--- src/rtl/game_pkg.sv ---
// Shared types and constants for the 2048 game logic.
package game_pkg;

    localparam int unsigned GOAL_W = 4;
    localparam int unsigned TILE_W = 12;

    typedef enum logic [1:0] {
        DIR_UP    = 2'b00,
        DIR_DOWN  = 2'b01,
        DIR_LEFT  = 2'b10,
        DIR_RIGHT = 2'b11
    } dir_t;

    typedef enum logic [2:0] {
        StIdle,
        StSpawn,
        StCheck,
        StReady,
        StMove,
        StWon,
        StLost,
        StFault
    } ctrl_state_t;

    // States that wait on a *_done handshake and are guarded by the watchdog.
    function automatic logic is_wait_state(ctrl_state_t s);
        return (s == StSpawn) || (s == StCheck) || (s == StMove);
    endfunction

endpackage

--- src/rtl/done_watchdog.sv ---
// Cycle counter cleared on entry to a wait state; flags when the wait has
// lasted DONE_TIMEOUT cycles.
module done_watchdog #(
    parameter int unsigned DONE_TIMEOUT = 1024
) (
    input  logic clk,
    input  logic rst,
    input  logic clear,
    input  logic enable,
    output logic expired
);

    localparam int unsigned CntW = $clog2(DONE_TIMEOUT);
    localparam logic [CntW-1:0] Last = CntW'(DONE_TIMEOUT - 1);

    logic [CntW-1:0] cnt_q, cnt_d;

    // Count reads 0 in the entry cycle, so it hits Last in the final allowed cycle.
    assign expired = enable && (cnt_q == Last);

    // Next count: restart on entry, hold at Last, idle at zero outside wait states.
    always_comb begin
        cnt_d = cnt_q;
        if (clear || !enable) begin
            cnt_d = '0;
        end else if (!expired) begin
            cnt_d = cnt_q + 1'b1;
        end
    end

    // Counter register.
    always_ff @(posedge clk or negedge rst) begin
        if (!rst) begin
            cnt_q <= '0;
        end else begin
            cnt_q <= cnt_d;
        end
    end

endmodule

--- src/rtl/game_controller.sv ---
// Game lifecycle sequencer: new-game setup, move acceptance and ordering of the
// shift/merge, spawn and win/lose check handshakes.
module game_controller
    import game_pkg::*;
#(
    parameter int unsigned DONE_TIMEOUT = 1024,
    parameter int unsigned MOVE_CNT_W   = 16,
    parameter int unsigned INIT_TILES   = 2
) (
    input  logic                  clk,
    input  logic                  rst,
    input  logic                  start,
    input  logic [GOAL_W-1:0]     goal_in,
    input  logic                  dir_valid,
    input  logic [1:0]            dir,
    output logic                  dir_ready,
    output logic                  move_start,
    output logic [1:0]            move_dir,
    input  logic                  move_done,
    input  logic                  move_changed,
    output logic                  spawn_start,
    input  logic                  spawn_done,
    output logic                  check_start,
    input  logic                  check_done,
    input  logic                  win_in,
    input  logic                  lose_in,
    output logic [GOAL_W-1:0]     goal_out,
    output logic [MOVE_CNT_W-1:0] move_count,
    output logic                  playing,
    output logic                  won,
    output logic                  lost,
    output logic                  fault
);

    localparam int unsigned SpawnW = $clog2(INIT_TILES + 1);

    ctrl_state_t           state_q, state_d;
    logic [SpawnW-1:0]     spawn_left_q, spawn_left_d;
    logic [GOAL_W-1:0]     goal_q, goal_d;
    logic [MOVE_CNT_W-1:0] count_q, count_d;
    dir_t                  move_dir_q, move_dir_d;
    logic                  move_start_q, move_start_d;
    logic                  spawn_start_q, spawn_start_d;
    logic                  check_start_q, check_start_d;
    logic                  start_ok;
    logic                  wd_clear;
    logic                  expired;

    assign start_ok = start && (state_q inside {StIdle, StReady, StWon, StLost, StFault});
    // Every entry (or re-entry) into a wait state is marked by its start pulse.
    assign wd_clear = move_start_d | spawn_start_d | check_start_d;

    done_watchdog #(
        .DONE_TIMEOUT(DONE_TIMEOUT)
    ) u_watchdog (
        .clk     (clk),
        .rst     (rst),
        .clear   (wd_clear),
        .enable  (is_wait_state(state_q)),
        .expired (expired)
    );

    // Next-state, handshake pulses and latched game data.
    always_comb begin
        state_d       = state_q;
        spawn_left_d  = spawn_left_q;
        goal_d        = goal_q;
        count_d       = count_q;
        move_dir_d    = move_dir_q;
        move_start_d  = 1'b0;
        spawn_start_d = 1'b0;
        check_start_d = 1'b0;

        if (start_ok) begin
            // A new game wins over a direction offered in the same READY cycle.
            goal_d        = goal_in;
            count_d       = '0;
            spawn_left_d  = SpawnW'(INIT_TILES);
            state_d       = StSpawn;
            spawn_start_d = 1'b1;
        end else begin
            case (state_q)
                StReady: begin
                    if (dir_valid) begin
                        move_dir_d   = dir_t'(dir);
                        state_d      = StMove;
                        move_start_d = 1'b1;
                    end
                end
                StMove: begin
                    // Done in the pulse cycle itself is not a valid response.
                    if (move_done && !move_start_q) begin
                        if (move_changed) begin
                            if (count_q != {MOVE_CNT_W{1'b1}}) begin
                                count_d = count_q + 1'b1;
                            end
                            spawn_left_d  = SpawnW'(1);
                            state_d       = StSpawn;
                            spawn_start_d = 1'b1;
                        end else begin
                            state_d = StReady;
                        end
                    end else if (expired) begin
                        state_d = StFault;
                    end
                end
                StSpawn: begin
                    if (spawn_done && !spawn_start_q) begin
                        spawn_left_d = spawn_left_q - 1'b1;
                        if (spawn_left_d != '0) begin
                            spawn_start_d = 1'b1;
                        end else begin
                            state_d       = StCheck;
                            check_start_d = 1'b1;
                        end
                    end else if (expired) begin
                        state_d = StFault;
                    end
                end
                StCheck: begin
                    if (check_done && !check_start_q) begin
                        if (win_in) begin
                            state_d = StWon;
                        end else if (lose_in) begin
                            state_d = StLost;
                        end else begin
                            state_d = StReady;
                        end
                    end else if (expired) begin
                        state_d = StFault;
                    end
                end
                default: begin
                end
            endcase
        end
    end

    // State and registered outputs.
    always_ff @(posedge clk or negedge rst) begin
        if (!rst) begin
            state_q       <= StIdle;
            spawn_left_q  <= '0;
            goal_q        <= '0;
            count_q       <= '0;
            move_dir_q    <= DIR_UP;
            move_start_q  <= 1'b0;
            spawn_start_q <= 1'b0;
            check_start_q <= 1'b0;
        end else begin
            state_q       <= state_d;
            spawn_left_q  <= spawn_left_d;
            goal_q        <= goal_d;
            count_q       <= count_d;
            move_dir_q    <= move_dir_d;
            move_start_q  <= move_start_d;
            spawn_start_q <= spawn_start_d;
            check_start_q <= check_start_d;
        end
    end

    assign dir_ready   = (state_q == StReady);
    assign move_start  = move_start_q;
    assign spawn_start = spawn_start_q;
    assign check_start = check_start_q;
    assign move_dir    = move_dir_q;
    assign goal_out    = goal_q;
    assign move_count  = count_q;
    assign playing     = is_wait_state(state_q) || (state_q == StReady);
    assign won         = (state_q == StWon);
    assign lost        = (state_q == StLost);
    assign fault       = (state_q == StFault);

endmodule

--- config.mk ---
export PLATFORM = sky130hd
export DESIGN_NAME = game_controller
export DESIGN_NICKNAME = d
export VERILOG_FILES = /design/src/rtl/game_pkg.sv /design/src/rtl/done_watchdog.sv /design/src/rtl/game_controller.sv
export SDC_FILE = /design/constraint.sdc
export NUM_CORES = 1
export LEC_CHECK = 0
export CORE_AREA = 2 2 70 72
export CTS_CLUSTER_DIAMETER = 50
export DETAILED_ROUTE_END_ITERATION = 8
export DIE_AREA = 0 0 72 74
export DONT_BUFFER_PORTS = 1
export PLACE_DENSITY = 0.72
export SYNTH_ARGS = -nofsm -noshare
export SYNTH_HDL_FRONTEND = slang
export SYNTH_SLANG_ARGS = --single-unit
--- constraint.sdc ---
create_clock -name clk -period 1.6 [get_ports clk]
set_clock_uncertainty 0.05 [all_clocks]
set_input_delay 0.24 -clock clk [delete_from_list [all_inputs] [get_ports clk]]
set_output_delay 0.24 -clock clk [all_outputs]
set_load 0.01 [all_outputs]
==> flow_metrics.py <==
metrics = {
    "global_routing": {
        "use_met1_pct": 31.8,
        "grt_max_degree": 41,
        "use_met3_pct": 6.78,
        "grt_overflow": 0,
        "grt_usage_pct": 26.0,
        "grt_pass1_wl_mm": 10.6,
        "grt_pass1_vias": 2344,
        "grt_busiest_layer": "met2",
        "gr-usage-met2_pct": 43.7,
        "antenna_found_initial": 0,
    },
    "layout": {
        "area.sequential_um2": 1010,
        "fill_cells": 276,
        "drive_gt1_share_pct": 48.4,
        "antennaDiodeCount": 0,
        "area_growth_syn_to_layout_pct": 48.8,
        "fin_nets": 365,
        "post-route-util_pct": 79.7,
        "multiInputGateArea_um2": 1610,
    },
    "outcome": {
        "violations": "setup timing",
        "status": "finished, violations left",
    },
    "sta": {
        "slew_headroom_pct": 64.3,
        "worstMarginPinSlew_ps": 534,
        "finalSetupViolCount": 39,
        "rsz0062_at_grt": "true",
        "hold_violations": 0,
        "maxSlewViolCount": 0,
        "period_share_pct": 113,
        "max_freq_ghz": 0.551,
        "worst_slack_ps": -214,
        "finalCriticalPeriod_ps": 1810,
    },
    "critical_path": {
        "crit_arrival_ps": 1950,
        "worst_setup_path_end_kind": "register",
        "cp_slowest_cell": "dfrtp_2",
        "path_cells": "and4bb_4, buf_12, nand4_4, a211oi_2, xnor2_1, nor2_1",
        "start_kind": "register",
        "path_class": "register to register",
        "cp.required_ps": 1730,
        "crit_path_max_incr_delay_ps": 480,
        "cp_max_fo": 4,
    },
    "cts": {
        "clk_latency_ps": 300,
        "cts_tree": "yes",
        "htreeDepth": 2,
        "path_clk_slew_ps": 90,
        "cts-root-buf": "clkbuf_8",
        "cts.sinks": 40,
        "cts_made_buffers": 5,
        "clock_path_buffers": 2,
    },
    "power_and_ir_drop": {
        "intPower_mw": 3.13,
        "power_density_nw_per_um2": 1440,
        "p_sw_mw": 2.14,
        "ir_worst_vdd_uv": 831,
        "p_leak_nw": 1.64,
        "p_comb_share_pct": 59.2,
        "power_mw": 5.27,
        "switching_share_pct": 40.5,
        "pwr-share-seq_pct": 27.3,
        "clkPwrFrac_pct": 13.5,
    },
    "yosys": {
        "synth_cell_type_count": 53,
        "synth_edf_count": 0,
        "ys_ff_latch": 40,
        "syn-cell-area_um2": 2460,
        "synth_nets": 271,
        "synth_area_per_cell_um2": 9.78,
        "yosysWarnings": 0,
        "synthTopCellsByCount": "dfrtp_1, nand2_1, nor2_1",
        "ys.flop_type": "dfrtp_1",
        "yosysTopAreaCell": "dfrtp_1",
        "yosysSeqAreaShare_pct": 40.6,
        "syn_inst": 252,
        "synthArstFlopShare_pct": 100,
        "ys_top_cells_by_area": "dfrtp_1, xnor2_1, nand2_1",
        "yosysMostFrequentCell": "dfrtp_1",
        "yosysTopAreaCellShare_pct": 40.6,
    },
    "placement": {
        "dp_hpwl_mm": 4.29,
        "port-buffer-count": 0,
        "gp_congestion": 0.903,
    },
    "die": {
        "design.die.area_um2": 5330,
        "core_region_area_um2": 4600,
        "dieWidth_um": 72,
        "io_pins": 46,
        "start_util_pct": 53.6,
        "std_cell_rows": 25,
        "die_h_um": 74,
    },
    "detailed_routing": {
        "drtIter0Drc": 150,
        "drcViolationCount": 0,
        "routed_wirelength_mm": 7.60,
        "num_vias": 2416,
        "ant_nets": 0,
        "dr.pass1.iters": 5,
        "wl_per_cell_um": 18.9,
        "vias_per_cell": 6.02,
    },
    "flow_run": {
        "maxCapViolCount": 0,
    },
    "worst_hold_path": {
        "hold_class": "input pin to register",
    },
}
## worst max-delay path: cells and delay by family, from the launching register on
| family | cells | cell delay, ps |
|---|---|---|
| flip-flops | 1 | 480 |
| buffers and inverters | 1 | 120 |
| AND/OR/NAND/NOR | 3 | 660 |
| XOR/XNOR | 1 | 160 |
| AO/OA/AOI/OAI | 1 | 230 |
## final timing paths
| check | from | endpoint | slack [ps] | cells after the start |
|---|---|---|---|---|
| min in group asynchronous | rst | u_watchdog.cnt_q[9] | 360 | 2 |
| setup reg to reg | state_q[1] | move_count[9] | -210 | 6 |
| max in group asynchronous | rst | move_count[0] | 920 | 2 |
| hold reg to reg | spawn_left_q[1] | spawn_left_q[1] | 480 | 2 |
| setup / recovery | state_q[1] | move_count[9] | -210 | 6 |
| hold / removal | dir[1] | move_dir[1] | 30 | 1 |
## area by class of cell
class	count	share of cell area [%]
clock buffer	8	2.46
inverter	11	1.26
multi-input combinational	192	44.0
sequential	40	27.4
tap	54	1.84
timing repair buffer	96	23.0
## layer usage
metal,part of all wire [%],wire (um)
met1,40,3030
met2,48,3640
met3,6.8,516
met4,5.5,417
met5,0,0
## placed cells by master, fill, tap and decap left out, types with 5 or more instances in the layout
cell / n
nand4_1: 6
buf_6: 16
buf_4: 71
inv_1: 9
dlygate4sd3_1: 5
clkbuf_8: 6
nor2_1: 21
a21oi_2: 6
nand2_1: 27
dfrtp_1: 36
xnor2_1: 12
nand3_1: 7
nand2b_1: 5
o21ai_0: 7
## metrics by stage
| step | worst slack, ps | std cells | instance area (um2) | hold slack, ps | setup TNS (ps) |
|---|---|---|---|---|---|
| finish | -214 | 401 | 3660 | 31.4 | -3870 |
| global route | -277 | 401 | 3660 | 23.5 | -6130 |
| CTS | -87.9 | 389 | 3370 | 26.6 | -936 |
| detailed placement | -134 | 357 | 2950 | -105 | -1220 |
| global placement | -75.4 | 357 | 2950 | -105 | -469 |
| floorplan | -67.9 | 252 | 2490 | -106 | -242 |
## kinds of logic after synthesis
logic type	after synthesis	synth area share, %
compound gates	49	15.7
xor+xnor	18	6.40
fa+ha+maj	3	1.52
buf+inv	20	4.72
flops	40	40.6
mux	7	3.45
simple gates	115	27.6
## flip-flops by register name, indices dropped and copies added, names as in the netlist, 2 cells and up
signal	flops
goal_out	4
u_watchdog.cnt_q	10
move_count	16
state_q	3
spawn_left_q	2
move_dir	2
## power by group through the flow
stage	Combinational, mW	Clock (mW)	Sequential, mW
floorplan	1.28	0	1.39
global placement	1.98	0	1.42
detailed placement	2.04	0	1.43
CTS	2.57	0.717	1.42
global route	3.33	0.753	1.46
finish	3.12	0.711	1.44
## repair_timing
| action | CTS | global route |
|---|---|---|
| gates cloned | 0 | 2 |
| hold buffers | 6 | 0 |
| hold endpoints to repair | 44 | 0 |
| pin swaps | 22 | 24 |
| endpoints found under the setup margin | 35 | 41 |
| gates resized for setup | 29 | 46 |
| setup buffers | 18 | 11 |
No activity file was read; power rests on OpenSTA's default activity.
